## config.mk

```make
export PLATFORM = sky130hd
export DESIGN_NAME = coeff_stream_bank_flat
export DESIGN_NICKNAME = d
export VERILOG_FILES = /design/src/rtl/coeff_stream_bank_if.sv /design/src/rtl/coeff_stream_bank.sv /design/src/flat_wrapper.sv
export SDC_FILE = /design/constraint.sdc
export NUM_CORES = 1
export LEC_CHECK = 0
export CAP_MARGIN = 10
export CORE_UTILIZATION = 55
export DETAILED_ROUTE_END_ITERATION = 10
export GPL_TIMING_DRIVEN = 0
export PLACE_DENSITY = 0.79
export SYNTH_ARGS = -nofsm -noshare
export SYNTH_HDL_FRONTEND = slang
export SYNTH_SLANG_ARGS = --single-unit
```

## constraint.sdc

```tcl
create_clock -name CLK -period 3.4 [get_ports CLK]
set_input_delay 0.68 -clock CLK [delete_from_list [all_inputs] [get_ports CLK]]
set_output_delay 0.68 -clock CLK [all_outputs]
set_load 0.005 [all_outputs]
```

## src/rtl/coeff_stream_bank_if.sv

```systemverilog
// rtl/coeff_stream_bank_if.sv - coefficient stream handshake bundle
// Purpose: carries one coefficient beat from the bank (master) to the MAC stage (slave).
// Ports (signals):
//   out_valid  master->slave  beat present
//   out_ready  slave->master  consumer accepts the beat
//   out_data   master->slave  signed coefficient
//   out_index  master->slave  slot number of out_data
//   out_last   master->slave  beat is slot DEPTH-1
interface coeff_stream_bank_if #(
  parameter int WIDTH = 16,
  parameter int DEPTH = 21
);
  localparam int AW = $clog2(DEPTH);

  logic                    out_valid;
  logic                    out_ready;
  logic signed [WIDTH-1:0] out_data;
  logic [AW-1:0]           out_index;
  logic                    out_last;

  modport master (
    output out_valid,
    output out_data,
    output out_index,
    output out_last,
    input  out_ready
  );

  modport slave (
    input  out_valid,
    input  out_data,
    input  out_index,
    input  out_last,
    output out_ready
  );
endinterface

```

## src/rtl/coeff_stream_bank.sv

```systemverilog
// rtl/coeff_stream_bank.sv - coefficient store and in-order stream sequencer
// Purpose: holds DEPTH signed coefficients (slot DEPTH-1 is the offset) and, on a
//   start pulse, streams them in index order over a valid/ready handshake.
// Optional feature: define COEFF_STREAM_DOUBLE_BUFFER_EN to add a shadow bank that
//   receives all writes and is published to the active bank by commit.
// Ports:
//   CLK            in   clock, rising edge
//   reset          in   synchronous active-high reset
//   wr_en/wr_addr/wr_data  in  coefficient write port (out-of-range address ignored)
//   commit         in   publish shadow bank (double-buffer build only)
//   commit_pending out  commit requested during a pass, applied at its last beat
//   start          in   begin one pass (ignored while busy)
//   busy           out  a pass is in progress
//   strm           master side of the coefficient stream interface
// The interface instance must use the same WIDTH and DEPTH as this module.
module coeff_stream_bank #(
  parameter  int WIDTH = 16,
  parameter  int DEPTH = 21,
  localparam int AW    = $clog2(DEPTH)
) (
  input  logic                    CLK,
  input  logic                    reset,
  input  logic                    wr_en,
  input  logic [AW-1:0]           wr_addr,
  input  logic signed [WIDTH-1:0] wr_data,
  input  logic                    commit,
  output logic                    commit_pending,
  input  logic                    start,
  output logic                    busy,
  coeff_stream_bank_if.master     strm
);

  // One extra bit so the range check also works when DEPTH is a power of two.
  localparam logic [AW:0]   DEPTH_W  = (AW+1)'(DEPTH);
  localparam logic [AW-1:0] LAST_IDX = AW'(DEPTH - 1);

  typedef enum logic {IDLE, STREAM} state_t;
  state_t state;

  logic signed [WIDTH-1:0] active_bank [DEPTH];
  // Active bank as it will be after this edge; beat loads read this so a write or
  // commit landing on the same edge is seen immediately.
  logic signed [WIDTH-1:0] active_nxt  [DEPTH];
  logic                    wr_hit;
  logic                    last_xfer;

  assign wr_hit    = wr_en && ({1'b0, wr_addr} < DEPTH_W);
  assign last_xfer = (state == STREAM) && strm.out_ready && strm.out_last;
  assign busy      = (state == STREAM);

`ifdef COEFF_STREAM_DOUBLE_BUFFER_EN
  logic signed [WIDTH-1:0] shadow_bank [DEPTH];
  logic signed [WIDTH-1:0] shadow_nxt  [DEPTH];
  logic                    do_copy;

  // Copy in IDLE right away; during a pass defer to the last-beat edge so a pass
  // never mixes two coefficient sets.
  assign do_copy = ((state == IDLE) && commit) ||
                   (last_xfer && (commit_pending || commit));

  always_comb begin
    for (int i = 0; i < DEPTH; i++) begin
      shadow_nxt[i] = shadow_bank[i];
      if (wr_hit && (wr_addr == AW'(i))) shadow_nxt[i] = wr_data;
      active_nxt[i] = do_copy ? shadow_nxt[i] : active_bank[i];
    end
  end

  always_ff @(posedge CLK) begin
    for (int i = 0; i < DEPTH; i++) begin
      if (reset) begin
        shadow_bank[i] <= '0;
        active_bank[i] <= '0;
      end else begin
        shadow_bank[i] <= shadow_nxt[i];
        active_bank[i] <= active_nxt[i];
      end
    end
  end
`else
  logic unused_commit;
  assign unused_commit = commit;

  always_comb begin
    for (int i = 0; i < DEPTH; i++) begin
      active_nxt[i] = active_bank[i];
      if (wr_hit && (wr_addr == AW'(i))) active_nxt[i] = wr_data;
    end
  end

  always_ff @(posedge CLK) begin
    for (int i = 0; i < DEPTH; i++) begin
      if (reset) active_bank[i] <= '0;
      else       active_bank[i] <= active_nxt[i];
    end
  end
`endif

  always_ff @(posedge CLK) begin
    if (reset) begin
      state          <= IDLE;
      strm.out_valid <= 1'b0;
      strm.out_data  <= '0;
      strm.out_index <= '0;
      strm.out_last  <= 1'b0;
      commit_pending <= 1'b0;
    end else begin
      case (state)
        IDLE: begin
          if (start) begin
            state          <= STREAM;
            strm.out_valid <= 1'b1;
            strm.out_index <= '0;
            strm.out_data  <= active_nxt[0];
            strm.out_last  <= (LAST_IDX == '0);
          end
        end
        STREAM: begin
          if (strm.out_ready) begin
            if (strm.out_last) begin
              // data and index hold their final values after the pass
              state          <= IDLE;
              strm.out_valid <= 1'b0;
              strm.out_last  <= 1'b0;
            end else begin
              strm.out_index <= strm.out_index + 1'b1;
              strm.out_data  <= active_nxt[strm.out_index + 1'b1];
              strm.out_last  <= ((strm.out_index + 1'b1) == LAST_IDX);
            end
          end
        end
        default: state <= IDLE;
      endcase

`ifdef COEFF_STREAM_DOUBLE_BUFFER_EN
      if (state == STREAM) begin
        if (last_xfer)   commit_pending <= 1'b0;
        else if (commit) commit_pending <= 1'b1;
      end
`else
      commit_pending <= 1'b0;
`endif
    end
  end

endmodule

```

## src/flat_wrapper.sv

```systemverilog
// flat-port wrapper written by rule: the top's interface ports become plain ports
module coeff_stream_bank_flat 
#(
  parameter  int WIDTH = 16,
  parameter  int DEPTH = 21,
  localparam int AW    = $clog2(DEPTH)
)
  (CLK, reset, wr_en, wr_addr, wr_data, commit, commit_pending, start, busy, strm_out_valid, strm_out_data, strm_out_index, strm_out_last, strm_out_ready);
  coeff_stream_bank_if #(.WIDTH(WIDTH), .DEPTH(DEPTH)) strm_i ();
  input  logic CLK;
  input  logic reset;
  input  logic wr_en;
  input  logic [AW-1:0] wr_addr;
  input  logic signed [WIDTH-1:0] wr_data;
  input  logic commit;
  output logic commit_pending;
  input  logic start;
  output logic busy;
  output wire logic [$bits(strm_i.out_valid)-1:0] strm_out_valid;
  output wire logic [$bits(strm_i.out_data)-1:0] strm_out_data;
  output wire logic [$bits(strm_i.out_index)-1:0] strm_out_index;
  output wire logic [$bits(strm_i.out_last)-1:0] strm_out_last;
  input wire logic [$bits(strm_i.out_ready)-1:0] strm_out_ready;
  assign strm_out_valid = strm_i.out_valid;
  assign strm_out_data = strm_i.out_data;
  assign strm_out_index = strm_i.out_index;
  assign strm_out_last = strm_i.out_last;
  assign strm_i.out_ready = strm_out_ready;
  coeff_stream_bank #(.WIDTH(WIDTH), .DEPTH(DEPTH)) u_core (.CLK(CLK), .reset(reset), .wr_en(wr_en), .wr_addr(wr_addr), .wr_data(wr_data), .commit(commit), .commit_pending(commit_pending), .start(start), .busy(busy), .strm(strm_i));
endmodule
```

After elaboration in Yosys (flattened, before gate mapping)
Memories as Yosys holds them, arrays and structs flattened. Index checks and enable logic that the tools add are counted.

Bits in registers: 24. Bits in latches: 0. Bits in writable memories: 336. ROM bits: 0. Output and inout port bits: 25. Word-level logic and storage cells: 151. Memories kept: 1.

Memory list: u_core.active_bank (words 21, bits a word 16, read ports 21, clocked after memory_dff 0, wr ports 21, line coeff_stream_bank.sv:40) `logic signed [WIDTH-1:0] active_bank [DEPTH];`.

Add/sub/neg operators: 1. $mul: 0. Divide/modulo/power cells: 0. Magnitude comparators: 2. Eq/ne operators: 25. Shifts and indexed selects: 0. Muxes and demuxes: 68. Bitwise logic cells: 23. Reduce and logical (&&, ||, !) cells: 26.

Operators by type and width (number): 16-bit 2-to-1 mux (47); 16-bit binary-select mux with 5-bit select (1); 5-bit by 4-bit equality test with 1-bit output (second input constant) (8); 16-bit one-hot mux with 2 select lines (1); 5-bit equality test (second input constant) (6); 1-bit logical AND (22); 1-bit bitwise OR (21); 5-bit by 3-bit equality test with 1-bit output (second input constant) (4); 5-bit 2-to-1 mux (3); 1-bit 2-to-1 mux (12); 5-bit by 2-bit equality test with 1-bit output (second input constant) (2); 5-bit one-hot mux with 2 select lines (1); 6-bit greater-or-equal comparator (second input constant) (1); 2-bit inequality test (second input constant) (3); 5-bit inverter with 6-bit output (1); 1-bit one-hot mux with 2 select lines (3); 3-bit AND reduction (2); 5-bit by 1-bit adder with 5-bit output (second input constant) (1); 5-bit by 1-bit equality test with 1-bit output (second input constant) (1); 5-bit logical NOT (1); 5-bit less-than comparator (second input constant) (1); 2-bit by 1-bit inequality test with 1-bit output (second input constant) (1); 2-bit AND reduction (1); 1-bit inverter (1).

Depth between registers and ports, before layout
Word-level depth: 10. Depth in mapped cells: 11. Gate-level depth less buffers: 8.

Worst setup path after synthesis
OpenSTA, ideal clock, no wires.

Path type: input to register. Start point: in wr_addr[0]. End point: reg u_core.strm.out_data[15]. Arrival: 2.633 ns. Path slack: 0.681 ns. Stages: 8. Buffers on the path: 1. Path through: clkbuf_8 -> nor4b_4 -> nand2_2 -> mux2i_1 -> a22o_1 -> a2111oi_0 -> a211oi_1 -> a211oi_1.

Longest elaborated chain between the ends: 10. Elaborated cells on any way between the ends: 72. Classes of those cells: order compare (1); eq/ne (20); mux (28); reduce/logical (23).

RTL lines: from (decl) (line flat_wrapper.sv:13) `input logic [AW-1:0] wr_addr;`; 5-bit less-than comparator (line coeff_stream_bank.sv:47) `assign wr_hit = wr_en && ({1'b0, wr_addr} < DEPTH_W);`; 1-bit logical AND (line coeff_stream_bank.sv:47); 1-bit logical AND (line coeff_stream_bank.sv:87) `if (wr_hit && (wr_addr == AW'(i))) active_nxt[i] = wr_data;`; 16-bit 2-to-1 mux (line coeff_stream_bank.sv:87); 16-bit binary-select mux with 5-bit select (line coeff_stream_bank.sv:127) `strm.out_data <= active_nxt[strm.out_index + 1'b1];`; 16-bit 2-to-1 mux (implied by the code) (2 in a row) (line coeff_stream_bank.sv:127); 16-bit 2-to-1 mux (line coeff_stream_bank.sv:120) `if (strm.out_last) begin`; 16-bit 2-to-1 mux (line coeff_stream_bank.sv:119) `if (strm.out_ready) begin`; 16-bit one-hot mux with 2 select lines (*) (line coeff_stream_bank.sv:108) `case (state)`; to (signal assigned) (line coeff_stream_bank.sv:114) `strm.out_data <= active_nxt[0];`; to (signal assigned) (line coeff_stream_bank.sv:127); to (decl) (line coeff_stream_bank_if.sv:23) `output out_data,`.

Every way passes the cells marked *; elsewhere a longest branch is shown, timed or not. The select of a mux whose other input is x is not followed. A chain may end at the register's enable or synchronous reset.

Worst setup path after layout
Start point: reg u_core.strm.out_index[1]. End point: reg u_core.strm.out_data[15].

Longest elaborated chain between the ends: 8.

RTL lines: from (decl) (line coeff_stream_bank_if.sv:24) `output out_index,`; from (signal assigned) (line coeff_stream_bank.sv:126) `strm.out_index <= strm.out_index + 1'b1;`; 5-bit by 1-bit adder with 5-bit output (line coeff_stream_bank.sv:127); 5-bit inverter with 6-bit output (implied by the code) (line coeff_stream_bank.sv:127); 16-bit binary-select mux with 5-bit select (line coeff_stream_bank.sv:127); 16-bit 2-to-1 mux (implied by the code) (2 in a row) (line coeff_stream_bank.sv:127); 16-bit 2-to-1 mux (line coeff_stream_bank.sv:120); 16-bit 2-to-1 mux (line coeff_stream_bank.sv:119); 16-bit one-hot mux with 2 select lines (line coeff_stream_bank.sv:108).

No other way between the ends. The select of a mux whose other input is x is not followed.

==> flow_summary.html <==
<table>
<tr><th>Metric</th><th>Value</th></tr>
<tr><th colspan="2">Outcome</th></tr>
<tr><td>Outcome</td><td>complete, but fails checks</td></tr>
<tr><td>Violations in the final reports</td><td>negative setup slack</td></tr>
<tr><th colspan="2">Synthesis</th></tr>
<tr><td>Mean Syn Cell Area</td><td>8.20 um2</td></tr>
<tr><td>Netlist cell types</td><td>67</td></tr>
<tr><td>Syn. warnings</td><td>0</td></tr>
<tr><td>Area share of the leading cell type in the synthesized netlist</td><td>43.9%</td></tr>
<tr><td>Number of synthesized register bits</td><td>360</td></tr>
<tr><td>Total nets after synthesis</td><td>2028</td></tr>
<tr><td>Most area-consuming cells after synthesis</td><td>sky130_fd_sc_hd__dfxtp_1 (44%), sky130_fd_sc_hd__mux2i_1 (11%), sky130_fd_sc_hd__a21oi_1 (7.9%), sky130_fd_sc_hd__nand2_1 (7.7%), sky130_fd_sc_hd__nor2_1 (6.0%)</td></tr>
<tr><td>Count of flip-flops with a built-in enable after synthesis</td><td>0</td></tr>
<tr><td>Proportion of synthesized flip-flops having asynchronous set or reset</td><td>0%</td></tr>
<tr><td>Area of the mapped netlist</td><td>16400 um2</td></tr>
<tr><td>Share of the yosys chip area belonging to registers</td><td>43.9%</td></tr>
<tr><td>Dominant synthesized flop cell</td><td>sky130_fd_sc_hd__dfxtp_1</td></tr>
<tr><td>Cell type with the highest aggregate area in the netlist</td><td>sky130_fd_sc_hd__dfxtp_1</td></tr>
<tr><td>Gate Count Post-Synth</td><td>1999</td></tr>
<tr><th colspan="2">Power and ir drop</th></tr>
<tr><td>Switching pwr</td><td>2.41 mW</td></tr>
<tr><td>Cell leakage power</td><td>7.17 nW</td></tr>
<tr><td>Cell-internal power</td><td>7.18 mW</td></tr>
<tr><td>Total power per unit cell area</td><td>513 nW/um2</td></tr>
<tr><td>Clock Power Share</td><td>46.3%</td></tr>
<tr><td>Peak supply drop</td><td>0.335 mV</td></tr>
<tr><td>Switching Share</td><td>25.1%</td></tr>
<tr><td>Sequential group share of total power</td><td>44.9%</td></tr>
<tr><td>Combinational cell fraction of total power</td><td>8.8%</td></tr>
<tr><th colspan="2">Clock network</th></tr>
<tr><td>H-tree Lvls</td><td>2</td></tr>
<tr><td>Clock sink count</td><td>360</td></tr>
<tr><td>Number of buffers inserted for hold repair after clock tree synthesis</td><td>0</td></tr>
<tr><td>CTS Buffer Depth</td><td>3</td></tr>
<tr><td>Clock edge transition at the registers on the reported setup and hold paths</td><td>0.07 ns</td></tr>
<tr><td>Number of buffers created by CTS</td><td>38</td></tr>
<tr><td>Clock tree from TritonCTS</td><td>built</td></tr>
<tr><td>Worst skew pair latency</td><td>0.54 ns</td></tr>
<tr><td>Buffer cell driving the clock tree root</td><td>sky130_fd_sc_hd__clkbuf_16</td></tr>
<tr><th colspan="2">Critical path</th></tr>
<tr><td>Setup crit start kind</td><td>flip-flop</td></tr>
<tr><td>WP data required</td><td>3.80 ns</td></tr>
<tr><td>Critical path peak fanout</td><td>10</td></tr>
<tr><td>Kind of end point of the critical path</td><td>flip-flop</td></tr>
<tr><td>Arrival time worst endpoint</td><td>3.84 ns</td></tr>
<tr><td>Class of the most critical setup path</td><td>flip-flop to flip-flop</td></tr>
<tr><th colspan="2">Die</th></tr>
<tr><td>Die area</td><td>30500 um2</td></tr>
<tr><td>Total I/O pin count</td><td>52</td></tr>
<tr><td>Placement Rows</td><td>62</td></tr>
<tr><td>Core outline area</td><td>29000 um2</td></tr>
<tr><td>Starting density of the core</td><td>56.5%</td></tr>
<tr><td>Vertical die dimension</td><td>175 um</td></tr>
<tr><td>Width of the die</td><td>175 um</td></tr>
<tr><th colspan="2">Global routing</th></tr>
<tr><td>Pin count of the biggest net entering global routing</td><td>15</td></tr>
<tr><td>Antenna violations before repair</td><td>1</td></tr>
<tr><td>Via count of the first global-routing pass</td><td>15000</td></tr>
<tr><td>Total grt overflow</td><td>0</td></tr>
<tr><td>Wire length of the first global-routing pass</td><td>87.8 mm</td></tr>
<tr><td>Global routing usage summed across all routing layers</td><td>37.6%</td></tr>
<tr><th colspan="2">STA</th></tr>
<tr><td>Portion of the clock cycle consumed by the worst path in the final layout</td><td>101%</td></tr>
<tr><td>Transition at the pin with the smallest max-transition slack</td><td>1.26 ns</td></tr>
<tr><td>Final setup violation count</td><td>3</td></tr>
<tr><td>Max Freq</td><td>0.291 GHz</td></tr>
<tr><td>Clock period minus final worst setup slack</td><td>3.43 ns</td></tr>
<tr><td>RSZ-0062 raised after global routing</td><td>true</td></tr>
<tr><td>Pins over their slew limit</td><td>0</td></tr>
<tr><td>Number of failing hold endpoints at the final stage</td><td>0</td></tr>
<tr><td>Final worst clock skew</td><td>0.0203 ns</td></tr>
<tr><td>Worst-case headroom to the max-slew limit</td><td>16.2%</td></tr>
<tr><td>Final WS setup</td><td>-0.0350 ns</td></tr>
<tr><td>Worst hold margin</td><td>0.456 ns</td></tr>
<tr><th colspan="2">Flow run</th></tr>
<tr><td>Maximum capacitance violations</td><td>0</td></tr>
<tr><th colspan="2">Placed design</th></tr>
<tr><td>Worst slack after detailed placement</td><td>-0.776 ns</td></tr>
<tr><td>Final GP Congestion</td><td>1.10</td></tr>
<tr><td>Placement-stage cell area</td><td>17200 um2</td></tr>
<tr><td>Sum of net half-perimeters after detailed placement</td><td>41.8 mm</td></tr>
<tr><td>Number of input and output port buffers inserted</td><td>33</td></tr>
<tr><th colspan="2">Routing</th></tr>
<tr><td>1st-iter DRT viols</td><td>2436</td></tr>
<tr><td>Number of vias after detailed routing</td><td>16400</td></tr>
<tr><td>DRC violations left</td><td>0</td></tr>
<tr><td>Number of nets with antenna violations after routing</td><td>0</td></tr>
<tr><td>DRT Wirelength</td><td>59.3 mm</td></tr>
<tr><td>Via-per-instance ratio</td><td>6.60</td></tr>
<tr><td>Average routed wire per standard cell</td><td>23.9 um</td></tr>
<tr><td>Drt pass-1 iters</td><td>6</td></tr>
<tr><th colspan="2">Hold path</th></tr>
<tr><td>HP Class</td><td>flip-flop to flip-flop</td></tr>
<tr><th colspan="2">Finish</th></tr>
<tr><td>Total inserted antenna cells</td><td>0</td></tr>
<tr><td>Final standard cell utilization of the core</td><td>64.4%</td></tr>
<tr><td>Final net count</td><td>2101</td></tr>
<tr><td>Area growth, synth to finish</td><td>14.0%</td></tr>
<tr><td>Share of final-layout standard cells stronger than drive strength 1</td><td>8.09%</td></tr>
<tr><td>Final Instance Area</td><td>18700 um2</td></tr>
</table>
## cell type report
class,instances,area [um2]
multi-input cells,1444,8480
clock buffers,57,1200
inverters,4,15.0
clock inverters,13,150
well taps,384,480
plain buffers,190,825
repair buffers,34,338
flip-flops and latches,360,7210
fillers,2424,10300
## stage by stage
stage,instances,total power [mW],setup TNS (ns)
global placement,2416,5.16,-6.00
finish,2486,9.58,-0.0583
detailed placement,2416,5.17,-6.66
CTS,2487,9.47,0
global route,2486,9.76,-0.0396
floorplan,1999,4.85,0
## layer usage
layer,wire [um],vias up,track usage (%)
li1,-,7146,-
met1,22300,7676,48.5
met2,24700,1253,55.0
met3,7850,322,10.3
met4,4460,2,24.6
met5,11,-,0
## cells in the mapped netlist (4+ instances only)
master / count
sky130_fd_sc_hd__a21oi_1: 259
sky130_fd_sc_hd__nand2_2: 4
sky130_fd_sc_hd__a221oi_1: 7
sky130_fd_sc_hd__clkbuf_1: 139
sky130_fd_sc_hd__nand2b_1: 4
sky130_fd_sc_hd__o311ai_0: 6
sky130_fd_sc_hd__buf_1: 11
sky130_fd_sc_hd__nor3_1: 6
sky130_fd_sc_hd__o21ai_0: 47
sky130_fd_sc_hd__o211ai_1: 15
sky130_fd_sc_hd__a32oi_1: 22
sky130_fd_sc_hd__a211oi_1: 17
sky130_fd_sc_hd__dfxtp_1: 360
sky130_fd_sc_hd__a31oi_1: 6
sky130_fd_sc_hd__nand2_1: 335
sky130_fd_sc_hd__nand3_1: 31
sky130_fd_sc_hd__a32o_1: 8
sky130_fd_sc_hd__and2_1: 12
sky130_fd_sc_hd__a222oi_1: 10
sky130_fd_sc_hd__nor2_1: 263
sky130_fd_sc_hd__mux2_2: 16
sky130_fd_sc_hd__buf_6: 4
sky130_fd_sc_hd__o22ai_1: 57
sky130_fd_sc_hd__a22oi_1: 31
sky130_fd_sc_hd__a22o_1: 7
sky130_fd_sc_hd__buf_2: 29
sky130_fd_sc_hd__mux2i_1: 184
sky130_fd_sc_hd__or3_1: 21
sky130_fd_sc_hd__a211o_1: 8
sky130_fd_sc_hd__nor4bb_1: 5
sky130_fd_sc_hd__nor2b_1: 7
sky130_fd_sc_hd__and4bb_2: 4
sky130_fd_sc_hd__buf_4: 7
## power groups by stage
stage | logic [mW] | clock network (mW) | registers, mW
2_1_floorplan | 0.470 | 0 | 4.38
3_3_place_gp | 0.768 | 0 | 4.39
3_5_place_dp | 0.781 | 0 | 4.39
4_1_cts | 0.790 | 4.39 | 4.30
5_1_grt | 0.866 | 4.59 | 4.30
6_report | 0.848 | 4.44 | 4.30
## critical path, stage by stage (launching register included)
cell and delay, ns:
sky130_fd_sc_hd__dfxtp_1 0.48, sky130_fd_sc_hd__ha_1 0.35, sky130_fd_sc_hd__clkbuf_2 0.28, sky130_fd_sc_hd__inv_1 0.28, sky130_fd_sc_hd__clkbuf_2 0.33, sky130_fd_sc_hd__buf_2 0.40
sky130_fd_sc_hd__nor2_1 0.09, sky130_fd_sc_hd__a222oi_1 0.53, sky130_fd_sc_hd__o221ai_1 0.21, sky130_fd_sc_hd__a211oi_1 0.22, sky130_fd_sc_hd__a211oi_1 0.11
## final timing paths
| check | endpoint | startpoint | depth (start not counted) | slack, ns |
|---|---|---|---|---|
| worst max-delay path | u_core.strm.out_data[15]$_SDFFE_PP0P_ | u_core.strm.out_index[1]$_SDFFE_PP0P_ | 10 | -0.03 |
| worst min-delay path | u_core.active_bank[18][15]$_SDFF_PP0_ | u_core.active_bank[18][15]$_SDFF_PP0_ | 2 | 0.46 |
| worst max register to register | u_core.strm.out_data[15]$_SDFFE_PP0P_ | u_core.strm.out_index[1]$_SDFFE_PP0P_ | 10 | -0.03 |
| worst min register to register | u_core.active_bank[18][15]$_SDFF_PP0_ | u_core.active_bank[18][15]$_SDFF_PP0_ | 2 | 0.46 |
## cells in the final DEF, fill, tap and decap left out, types with 33 or more instances in the layout
cell and n:
sky130_fd_sc_hd__clkbuf_1 136, sky130_fd_sc_hd__clkbuf_16 41, sky130_fd_sc_hd__nand2_1 335, sky130_fd_sc_hd__dfxtp_1 359
sky130_fd_sc_hd__o22ai_1 57, sky130_fd_sc_hd__nor2_1 260, sky130_fd_sc_hd__a21oi_1 258, sky130_fd_sc_hd__clkdlybuf4s50_1 33
sky130_fd_sc_hd__o21ai_0 42, sky130_fd_sc_hd__mux2i_1 184
## cells by family after synthesis
group	count (synthesis)	share of synthesized area [%]
AOI/OAI and AO/OA	511	19.0
xor gates and xnor gates	6	0.321
adders and majority gates	2	0.153
buffers and inverters	195	5.09
DFF	360	43.9
muxes	200	12.3
other	1	0.0229
and+or+nand+nor	724	19.2
## state kept, by name, indices dropped and copies added (netlist names)
signal and cells:
u_core.strm.out_valid 1, u_core.strm.out_last 1, u_core.active_bank 336, u_core.strm.out_data 16, u_core.busy 1, u_core.strm.out_index 5
## repair_timing
item	in CTS	in global routing
endpoints found under the setup margin	16	16
setup buffers	1	0
resized for setup	8	31
hold endpoints to repair	0	0
(Power assumes the default switching activity.)
